$ cat src/rtl/rf_wb_port_arbiter.sv
// Purpose: shares NUM_WP regfile write ports among NUM_REQ writeback sources (escalated-first, then round-robin; drops same-cycle address duplicates; x0 writes are accepted but not performed).
// Latency: req_ready_o is combinational; a grant in cycle N drives we_o/waddr_o/wdata_o in cycle N+1.
// Backpressure: losers see ready=0 and retry with held addr/data; arb_en_i=0 stalls everyone. Optional macro RF_WB_FWD_EN adds an output-stage forwarding lookup.
module rf_wb_port_arbiter #(
    parameter int NUM_REQ      = 4,
    parameter int NUM_WP       = 2,
    parameter int ADDR_WIDTH   = 5,
    parameter int DATA_WIDTH   = 32,
    parameter int STARVE_LIMIT = 8
) (
    input  logic                           clk,
    input  logic                           rst,
    input  logic                           arb_en_i,
    input  logic [NUM_REQ-1:0]             req_valid_i,
    input  logic [NUM_REQ*ADDR_WIDTH-1:0]  req_addr_i,
    input  logic [NUM_REQ*DATA_WIDTH-1:0]  req_data_i,
    output logic [NUM_REQ-1:0]             req_ready_o,
    output logic [NUM_WP-1:0]              we_o,
    output logic [NUM_WP*ADDR_WIDTH-1:0]   waddr_o,
    output logic [NUM_WP*DATA_WIDTH-1:0]   wdata_o,
    output logic [NUM_REQ-1:0]             starved_o
`ifdef RF_WB_FWD_EN
    ,
    input  logic [ADDR_WIDTH-1:0]          fwd_raddr_i,
    output logic                           fwd_hit_o,
    output logic [DATA_WIDTH-1:0]          fwd_data_o
`endif
);

    localparam int PTR_W = (NUM_REQ > 1) ? $clog2(NUM_REQ) : 1;
    localparam int CNT_W = $clog2(STARVE_LIMIT + 1);
    localparam logic [CNT_W-1:0] LIMIT = CNT_W'(STARVE_LIMIT);
    localparam logic [PTR_W-1:0] LAST_IDX = PTR_W'(NUM_REQ - 1);

    logic [PTR_W-1:0]               rr_ptr;
    logic [PTR_W-1:0]               rr_ptr_nxt;
    logic [CNT_W-1:0]               starve_cnt [NUM_REQ];
    logic [NUM_REQ-1:0]             starved;
    logic [NUM_REQ-1:0]             grant;
    logic [NUM_WP-1:0]              port_we;
    logic [NUM_WP*ADDR_WIDTH-1:0]   port_addr;
    logic [NUM_WP*DATA_WIDTH-1:0]   port_data;

    // A requester is escalated once its stall counter has saturated.
    always_comb begin
        for (int k = 0; k < NUM_REQ; k++) begin
            starved[k] = (starve_cnt[k] == LIMIT);
        end
    end

    // Two passes over the requesters: escalated ones in index order, then the rest
    // circularly from rr_ptr. Each non-x0 winner takes the lowest free port.
    always_comb begin : arb_comb
        int                    idx;
        logic [PTR_W-1:0]      k;
        logic [ADDR_WIDTH-1:0] cur_addr;
        logic                  esc_pass;
        logic                  conflict;
        logic                  placed;
        grant      = '0;
        port_we    = '0;
        port_addr  = '0;
        port_data  = '0;
        rr_ptr_nxt = rr_ptr;
        idx        = 0;
        k          = '0;
        cur_addr   = '0;
        esc_pass   = 1'b0;
        conflict   = 1'b0;
        placed     = 1'b0;
        if (arb_en_i) begin
            for (int j = 0; j < 2 * NUM_REQ; j++) begin
                esc_pass = (j < NUM_REQ);
                idx = esc_pass ? j : int'(rr_ptr) + j - NUM_REQ;
                if (idx >= NUM_REQ) begin
                    idx = idx - NUM_REQ;
                end
                k        = idx[PTR_W-1:0];
                cur_addr = req_addr_i[k*ADDR_WIDTH +: ADDR_WIDTH];
                if (req_valid_i[k] && (starved[k] == esc_pass)) begin
                    if (cur_addr == '0) begin
                        // x0 writes are architecturally discarded: accept without a port.
                        grant[k] = 1'b1;
                    end else begin
                        conflict = 1'b0;
                        for (int p = 0; p < NUM_WP; p++) begin
                            if (port_we[p] && (port_addr[p*ADDR_WIDTH +: ADDR_WIDTH] == cur_addr)) begin
                                conflict = 1'b1;
                            end
                        end
                        placed = 1'b0;
                        if (!conflict) begin
                            for (int p = 0; p < NUM_WP; p++) begin
                                if (!placed && !port_we[p]) begin
                                    port_we[p]                            = 1'b1;
                                    port_addr[p*ADDR_WIDTH +: ADDR_WIDTH] = cur_addr;
                                    port_data[p*DATA_WIDTH +: DATA_WIDTH] = req_data_i[k*DATA_WIDTH +: DATA_WIDTH];
                                    placed                                = 1'b1;
                                end
                            end
                        end
                        grant[k] = placed;
                    end
                    if (grant[k] && !esc_pass) begin
                        rr_ptr_nxt = (k == LAST_IDX) ? '0 : k + 1'b1;
                    end
                end
            end
        end
    end

    // Ready is suppressed during reset so no source believes a transfer happened.
    assign req_ready_o = rst ? '0 : grant;
    assign starved_o   = starved;

    // Round-robin pointer and per-requester stall counters; frozen while arbitration is off.
    always_ff @(posedge clk or posedge rst) begin
        if (rst) begin
            rr_ptr <= '0;
            for (int k = 0; k < NUM_REQ; k++) begin
                starve_cnt[k] <= '0;
            end
        end else if (arb_en_i) begin
            rr_ptr <= rr_ptr_nxt;
            for (int k = 0; k < NUM_REQ; k++) begin
                if (grant[k]) begin
                    starve_cnt[k] <= '0;
                end else if (req_valid_i[k] && (starve_cnt[k] != LIMIT)) begin
                    starve_cnt[k] <= starve_cnt[k] + 1'b1;
                end
            end
        end
    end

    // Output stage: unused ports keep their last address/data and only drop the enable.
    always_ff @(posedge clk or posedge rst) begin
        if (rst) begin
            we_o    <= '0;
            waddr_o <= '0;
            wdata_o <= '0;
        end else begin
            we_o <= port_we;
            for (int p = 0; p < NUM_WP; p++) begin
                if (port_we[p]) begin
                    waddr_o[p*ADDR_WIDTH +: ADDR_WIDTH] <= port_addr[p*ADDR_WIDTH +: ADDR_WIDTH];
                    wdata_o[p*DATA_WIDTH +: DATA_WIDTH] <= port_data[p*DATA_WIDTH +: DATA_WIDTH];
                end
            end
        end
    end

`ifdef RF_WB_FWD_EN
    // Forward the pending regfile write; same-cycle duplicates never coexist, so at most one port matches.
    always_comb begin
        fwd_hit_o  = 1'b0;
        fwd_data_o = '0;
        for (int p = 0; p < NUM_WP; p++) begin
            if (!fwd_hit_o && we_o[p] && (fwd_raddr_i != '0) &&
                (waddr_o[p*ADDR_WIDTH +: ADDR_WIDTH] == fwd_raddr_i)) begin
                fwd_hit_o  = 1'b1;
                fwd_data_o = wdata_o[p*DATA_WIDTH +: DATA_WIDTH];
            end
        end
    end
`endif

endmodule

$ cat config.mk
export PLATFORM = sky130hd
export DESIGN_NAME = rf_wb_port_arbiter
export DESIGN_NICKNAME = d
export VERILOG_FILES = /design/src/rtl/rf_wb_port_arbiter.sv
export SDC_FILE = /design/constraint.sdc
export NUM_CORES = 1
export LEC_CHECK = 0
export CAP_MARGIN = 0
export CORE_MARGIN = 2
export CORE_UTILIZATION = 40
export DETAILED_ROUTE_END_ITERATION = 6
export MAX_ROUTING_LAYER = met4
export SETUP_SLACK_MARGIN = 0.02
export SYNTH_ARGS = -nofsm -noshare
export SYNTH_HDL_FRONTEND = slang
export SYNTH_SLANG_ARGS = --single-unit
$ cat constraint.sdc
create_clock -name clk -period 16.3 [get_ports clk]
set_input_delay 2.445 -clock clk [delete_from_list [all_inputs] [get_ports clk]]
set_output_delay 2.445 -clock clk [all_outputs]
set_load 0.02 [all_outputs]
==> results of run 1 <==
area by class of cell:
type / instances / area [sq um]
multi-input combinational: 1161 / 9820
clock buffer: 11 / 243
inverter: 34 / 130
clock inverter: 4 / 25.0
sequential: 94 / 2360
fill: 3007 / 15800
timing repair buffer: 261 / 2550
tap: 402 / 503
antenna: 5 / 12.5
flip-flops by register name (all words and copies together) (netlist names):
signal      count
wdata_o        64
starve_cnt     16
waddr_o        10
rr_ptr          2
we_o            2
power by group through the flow:
| stage | Sequential [uW] | Combinational, uW | Clock (uW) |
|---|---|---|---|
| CTS | 442 | 2420 | 219 |
| finish | 440 | 2440 | 215 |
| floorplan | 492 | 1660 | 0 |
| global placement | 444 | 2410 | 0 |
| global route | 457 | 2640 | 226 |
| detailed placement | 447 | 2420 | 0 |
worst min-delay path, delay by kind of cell (launching register included):
kind	cells	cell delay [ns]
simple gates	1	0.05
flops	1	0.34
compound gates	1	0.06
placed cells by master (no fill, tap or decap), drive strengths merged, types with 15 or more instances in the layout:
cell           instances
nand3                 31
nand2                228
a31oi                 21
nor3                  19
and2                  17
inv                   33
a22oi                 54
a221o                100
nor2                  77
dfrtp                 94
o21ai                135
mux4                 152
a21oi                 73
clkdlybuf4s50        238
xor2                  15
xnor2                 21
a221oi                52
buf                   23
final timing paths:
check	slack (ns)	cells after the start	to	startpoint
min in group asynchronous	2.53	2	wdata_o[37]	rst
worst max register to register	9.18	18	wdata_o[58]	rr_ptr[0]
worst max-delay path	4.34	17	req_ready_o[1]	req_addr_i[4]
max in group asynchronous	12.59	3	wdata_o[52]	rst
worst min register to register	0.48	2	wdata_o[21]	wdata_o[21]
worst min-delay path	0.48	2	wdata_o[21]	wdata_o[21]
kinds of logic after synthesis:
kind of cell | Yosys count
AO/OA/AOI/OAI | 515
AND/OR/NAND/NOR | 438
buffers and inverters | 176
multiplexers | 160
flip-flops | 94
XOR/XNOR | 36
adder cells (fa/ha/maj) | 12
metal layers:
metal / GRT usage [%] / wire, um
met1: 42.7 / 21200
met2: 46.6 / 23400
met3: 4.69 / 4500
met4: 12.5 / 1640
met5: - / 0
metrics by stage:
step | utilization (%) | instances | setup WS, ns | area (sq um)
after floorplan | - | 1431 | 7.31 | 12800
after global placement | 48.8 | 1952 | 4.73 | 15400
after detailed placement | 48.8 | 1952 | 4.56 | 15400
after CTS | 49.7 | 1967 | 4.52 | 15600
after global routing | 49.7 | 1972 | 3.86 | 15600
final | 49.7 | 1972 | 4.34 | 15600
==> impl_metrics.env, run 1 <==
export IMPL_outcome="finished, final reports clean"
export IMPL_combinationalPowerShare_pct=78.8
export IMPL_crit_path_start_kind="primary input"
export IMPL_synth_top_area_share_pct=26.8
export IMPL_num_vias=13748
export IMPL_synth_top_family_by_area="compound AO/OA/AOI/OAI gates"
export IMPL_period_share_pct=73.3
export IMPL_ctsRootBufferMaster="clkbuf_16"
export IMPL_numCtsBuffers=9
export IMPL_antenna_violations_before_repair=5
export IMPL_ys_seq_elements=94
export IMPL_cts_sinks=94
export IMPL_critical_path_cell_chain="clkdlybuf4s50_1 > or4_1 > o21ai_2 > nand4_1 > nor2_1 > o21ai_0 > nor4b_2 > a311oi_1 > nand3_1 > a31o_1 > a2111oi_2 > a31oi_1 > o211ai_2 > a31oi_1 > a31oi_1 > and3_1 > clkdlybuf4s50_1"
export IMPL_floorplan_initialDensity_pct=40.6
export IMPL_finalHoldViolations=0
export IMPL_cts_tree="done"
export IMPL_critPathRequiredTime_ns=13.86
export IMPL_cts_max_path_buffers=2
export IMPL_syn_avg_cell_area_sq_um=8.92
export IMPL_endpoint_class_of_the_critical_path="output port"
export IMPL_worst_path_buf_inv=2
export IMPL_worst_slew_pin_transition_ns=1.20
export IMPL_die_h_um=183
export IMPL_synth_xor_area_share_pct=2.47
export IMPL_placementRows=65
export IMPL_area_growth_pct=22.5
export IMPL_synth_adder_area_share_pct=1.18
export IMPL_firstDrtPassIters=7
export IMPL_clk_insertion_delay_late_ns=0.39
export IMPL_power_ir_vdd_worst_mv=0.119
export IMPL_synth_nets=1598
export IMPL_via_per_inst=6.97
export IMPL_route_detailed_drc=0
export IMPL_power_switching_uw=1570
export IMPL_antenna_violating_nets_post_route=0
export IMPL_internal_power_uw=1520
export IMPL_synthTopCellsByArea="mux4_2 (27%), dfrtp_1 (18%), a221o_1 (7.8%)"
export IMPL_netlist_instances=1431
export IMPL_timing_hold_ws_ns=0.483
export IMPL_core_area_sq_um=31500
export IMPL_finish_net_count=1728
export IMPL_rsz0062_at_grt="no"
export IMPL_track_usage_pct=31.2
export IMPL_min_tclk_post_route_ns=11.96
export IMPL_static_leakage_power_uw=0.00564
export IMPL_first_iter_violations=1887
export IMPL_cell_type_with_the_highest_aggregate_area_in_the_netlist="mux4_2"
export IMPL_synth_yosys_seq_area_share_pct=18.4
export IMPL_synth_top_flop_cell="dfrtp_1"
export IMPL_floorplan_die_area_sq_um=33400
export IMPL_synth_simple_gate_area_share_pct=15.8
export IMPL_synth_warnings=0
export IMPL_io_buffer_count=238
export IMPL_io_pins=239
export IMPL_final_layout_size_suffix_gt1_share_pct=14.6
export IMPL_synth_async_sr_flop_share_pct=100
export IMPL_wl_per_cell_um=25.8
export IMPL_worst_path_largest_cell_delay_ns=0.94
export IMPL_fmaxAchievable_mhz=83.6
export IMPL_synth_mux_area_share_pct=27.5
export IMPL_post_cts_resized=0
export IMPL_synth_most_common_cell="nand2_1"
export IMPL_slowest_cell_on_the_critical_path="o21ai_2"
export IMPL_cp_common_cell="a31oi_1"
export IMPL_first_pass_grt_wire_length_um=78000
export IMPL_totalWireLength_um=50800
export IMPL_post_cts_setup_buffer_count=0
export IMPL_power_share_switching_pct=50.8
export IMPL_number_of_unique_standard_cell_types_used_by_synthesis=77
export IMPL_synth_compound_area_share_pct=29.3
export IMPL_pwr_density_cell_nw_per_um2=198
export IMPL_cts_htree_levels=3
export IMPL_syn_cell_area_sq_um=12800
export IMPL_setup_tns_final_ns=0
export IMPL_fin_total_pwr_uw=3100
export IMPL_count_of_flip_flops_with_a_built_in_enable_after_synthesis=0
export IMPL_crit_fanout=20
export IMPL_cpLargestDelayFamily="compound AO/OA/AOI/OAI gates"
export IMPL_final_setup_viol_count=0
export IMPL_path_clk_slew_ns=0.07
export IMPL_max_cap_violations=0
export IMPL_drv_slew=0
export IMPL_worstSetupPathType="primary input to output port"
export IMPL_slew_limit_headroom_pct=19.7
export IMPL_hp_class="flip-flop to flip-flop"
export IMPL_floorplan_die_width_um=183
export IMPL_p_seq_share_pct=14.2
export IMPL_netlist_top_cells_count="nand2_1 (228), mux4_2 (152), clkbuf_1 (109)"
export IMPL_pwr_share_clk_pct=6.9
export IMPL_grt_overflow_total=0
export IMPL_detailed_place_hpwl_um=34000
export IMPL_worst_endpoint_arrival_ns=9.51
export IMPL_final_setup_skew_ns=0.0118
export IMPL_gpl_final_weighted_congestion=1.02
export IMPL_post_cts_hold_buffer_count=0
export IMPL_grt_max_degree=75
export IMPL_grt_pass1_vias=12955
No activity file was read; power rests on OpenSTA's default activity.
==> run 2: changes to the inputs <==
- PLACE_DENSITY: not set -> 0.66
- clock period: 16.3 -> 10.11 ns (I/O delays scaled with it)
==> impl_metrics.env, run 2 (synthesis results as in run 1) <==
export IMPL_outcome="finished, final reports clean"
export IMPL_largestRegisters="wdata_o x64, starve_cnt x16, waddr_o x10"
export IMPL_static_leakage_power_uw=0.00568
export IMPL_combinationalPowerShare_pct=78.7
export IMPL_grt_max_degree=77
export IMPL_post_cts_resized=0
export IMPL_post_cts_setup_buffer_count=0
export IMPL_period_share_pct=93.6
export IMPL_ctsRootBufferMaster="clkbuf_16"
export IMPL_cpLargestDelayFamily="compound AO/OA/AOI/OAI gates"
export IMPL_whs_path_depth=2
export IMPL_internal_power_uw=2480
export IMPL_power_switching_uw=2550
export IMPL_holdCritStartpoint="wdata_o[10]"
export IMPL_reg2reg_from="starve_cnt[8]"
export IMPL_num_vias=13901
export IMPL_worstSetupPathType="primary input to output port"
export IMPL_grt_overflow_total=0
export IMPL_p_seq_share_pct=13.8
export IMPL_critPathRequiredTime_ns=8.59
export IMPL_worst_slew_pin_transition_ns=1.29
export IMPL_grt_pass1_vias=12988
export IMPL_placementRows=65
export IMPL_cts_max_path_buffers=2
export IMPL_nFillCells=2939
export IMPL_cp_common_cell="a31oi_1"
export IMPL_finish_net_count=1735
export IMPL_path_clk_slew_ns=0.07
export IMPL_min_tclk_post_route_ns=9.47
export IMPL_regToRegSetupSlack_ns=3.19
export IMPL_via_per_inst=7.02
export IMPL_io_pins=239
export IMPL_floorplan_die_width_um=183
export IMPL_placement_setup_worst_slack_ns=0.750
export IMPL_endpoint_class_of_the_critical_path="output port"
export IMPL_worst_path_buf_inv=2
export IMPL_first_iter_violations=1886
export IMPL_area_growth_pct=23.2
export IMPL_final_setup_worst_slack_ns=0.645
export IMPL_pwr_density_cell_nw_per_um2=320
export IMPL_slew_limit_headroom_pct=13.6
export IMPL_fin_total_pwr_uw=5030
export IMPL_crit_path_start_kind="primary input"
export IMPL_post_cts_hold_buffer_count=0
export IMPL_power_share_switching_pct=50.7
export IMPL_reg2regPathDepth=19
export IMPL_clk_insertion_delay_late_ns=0.38
export IMPL_cts_tree="done"
export IMPL_power_ir_vdd_worst_mv=0.171
export IMPL_die_h_um=183
export IMPL_rsz0062_at_grt="no"
export IMPL_setup_tns_final_ns=0
export IMPL_firstDrtPassIters=7
export IMPL_commonest_non_fill_non_tap_cells_in_the_layout="clkdlybuf4s50_1 (238), nand2_1 (228), mux4_2 (152)"
export IMPL_timing_hold_ws_ns=0.486
export IMPL_floorplan_die_area_sq_um=33400
export IMPL_final_std_cell_area_no_fill_sq_um=15700
export IMPL_critical_path_cell_chain="clkdlybuf4s50_1 > or4_1 > o21a_2 > or4_4 > o21ai_0 > xnor2_1 > nor4b_2 > a311oi_1 > nand3_1 > a31o_1 > a2111oi_2 > a31oi_1 > o211ai_2 > a31oi_1 > a31oi_1 > and3_1 > clkdlybuf4s50_1"
export IMPL_placed_cell_area_sq_um=15400
export IMPL_antenna_violating_nets_post_route=0
export IMPL_registers_top_by_ff_count="wdata_o"
export IMPL_slowest_cell_on_the_critical_path="or4_1"
export IMPL_largest_register_ffs=64
export IMPL_first_pass_grt_wire_length_um=77600
export IMPL_max_cap_violations=0
export IMPL_final_setup_skew_ns=0.0189
export IMPL_worst_path_largest_cell_delay_ns=0.67
export IMPL_numCtsBuffers=9
export IMPL_final_layout_size_suffix_gt1_share_pct=15.0
export IMPL_cts_htree_levels=3
export IMPL_totalWireLength_um=51100
export IMPL_layout_commonest_cell="clkdlybuf4s50_1"
export IMPL_finalHoldViolations=0
export IMPL_timing_hold_worst_endpoint="wdata_o[10]"
export IMPL_track_usage_pct=31.0
export IMPL_cts_sinks=94
export IMPL_worst_endpoint_arrival_ns=7.95
export IMPL_detailed_place_hpwl_um=34800
export IMPL_timing_rr_end="waddr_o[8]"
export IMPL_crit_fanout=40
export IMPL_floorplan_initialDensity_pct=40.6
export IMPL_io_buffer_count=238
export IMPL_final_setup_viol_count=0
export IMPL_route_detailed_drc=0
export IMPL_pwr_share_clk_pct=7.4
export IMPL_hp_class="flip-flop to flip-flop"
export IMPL_drv_slew=0
export IMPL_fmaxAchievable_mhz=106
export IMPL_antenna_violations_before_repair=6
export IMPL_core_area_sq_um=31500
export IMPL_wl_per_cell_um=25.8
export IMPL_gpl_final_weighted_congestion=1.04
[run 2: cell count changes in the layout (fill, tap and decap cells not counted)]
cell,previous run,this run
clkbuf_8,1,0
buf_4,23,30
diode_2,5,6
clkinv_2,2,1
bufinv_16,0,1
inv_6,0,1
clkbuf_1,1,2
[run 2: area by class of cell]
type | count | area (sq um) | area share (%)
antenna | 6 | 15.0 | 0.0955
clock buffer | 11 | 233 | 1.48
clock inverter | 5 | 58.8 | 0.374
inverter | 34 | 130 | 0.827
multi-input combinational | 1161 | 9820 | 62.4
sequential | 94 | 2360 | 15.0
tap | 402 | 503 | 3.20
timing repair buffer | 268 | 2610 | 16.6
[run 2: worst max path at each step]
stage	startpoint	to	slack [ns]	cells after the start
floorplan	req_addr_i[2]	req_ready_o[3]	2.97	17
global placement	req_addr_i[4]	req_ready_o[1]	0.90	17
detailed placement	req_addr_i[4]	req_ready_o[1]	0.75	17
CTS	req_addr_i[4]	req_ready_o[1]	0.74	17
global route	req_addr_i[4]	req_ready_o[1]	0.16	17
finish	req_addr_i[4]	req_ready_o[1]	0.64	17
[run 2: worst reg2reg max path: cells and delay by family (launching register included)]
| family | cells | cell delay, ns |
|---|---|---|
| AOI/OAI and AO/OA | 9 | 3.20 |
| adders and majority gates | 1 | 0.17 |
| buffers and inverters | 2 | 0.54 |
| DFF | 1 | 0.40 |
| and+or+nand+nor | 7 | 2.53 |
[run 2: through the flow]
step	std cells	util, %
after floorplan	1431	-
after global placement	1959	49.0
after detailed placement	1959	49.0
after CTS	1975	49.9
after global routing	1981	50.0
final	1981	50.0
[run 2: power groups by stage]
stage	registers [uW]	clock network [uW]	logic, uW
finish	696	375	3960
detailed placement	703	0	3910
global route	722	392	4250
CTS	697	379	3920
floorplan	793	0	2670
global placement	701	0	3870
[run 2: metal layers]
layer	vias to the layer above	GRT usage [%]	wire, um
met3	133	5.69	4930
li1	6049	-	-
met1	6824	40.5	20700
met5	-	-	0
met4	0	13.2	1930
met2	895	47.3	23500
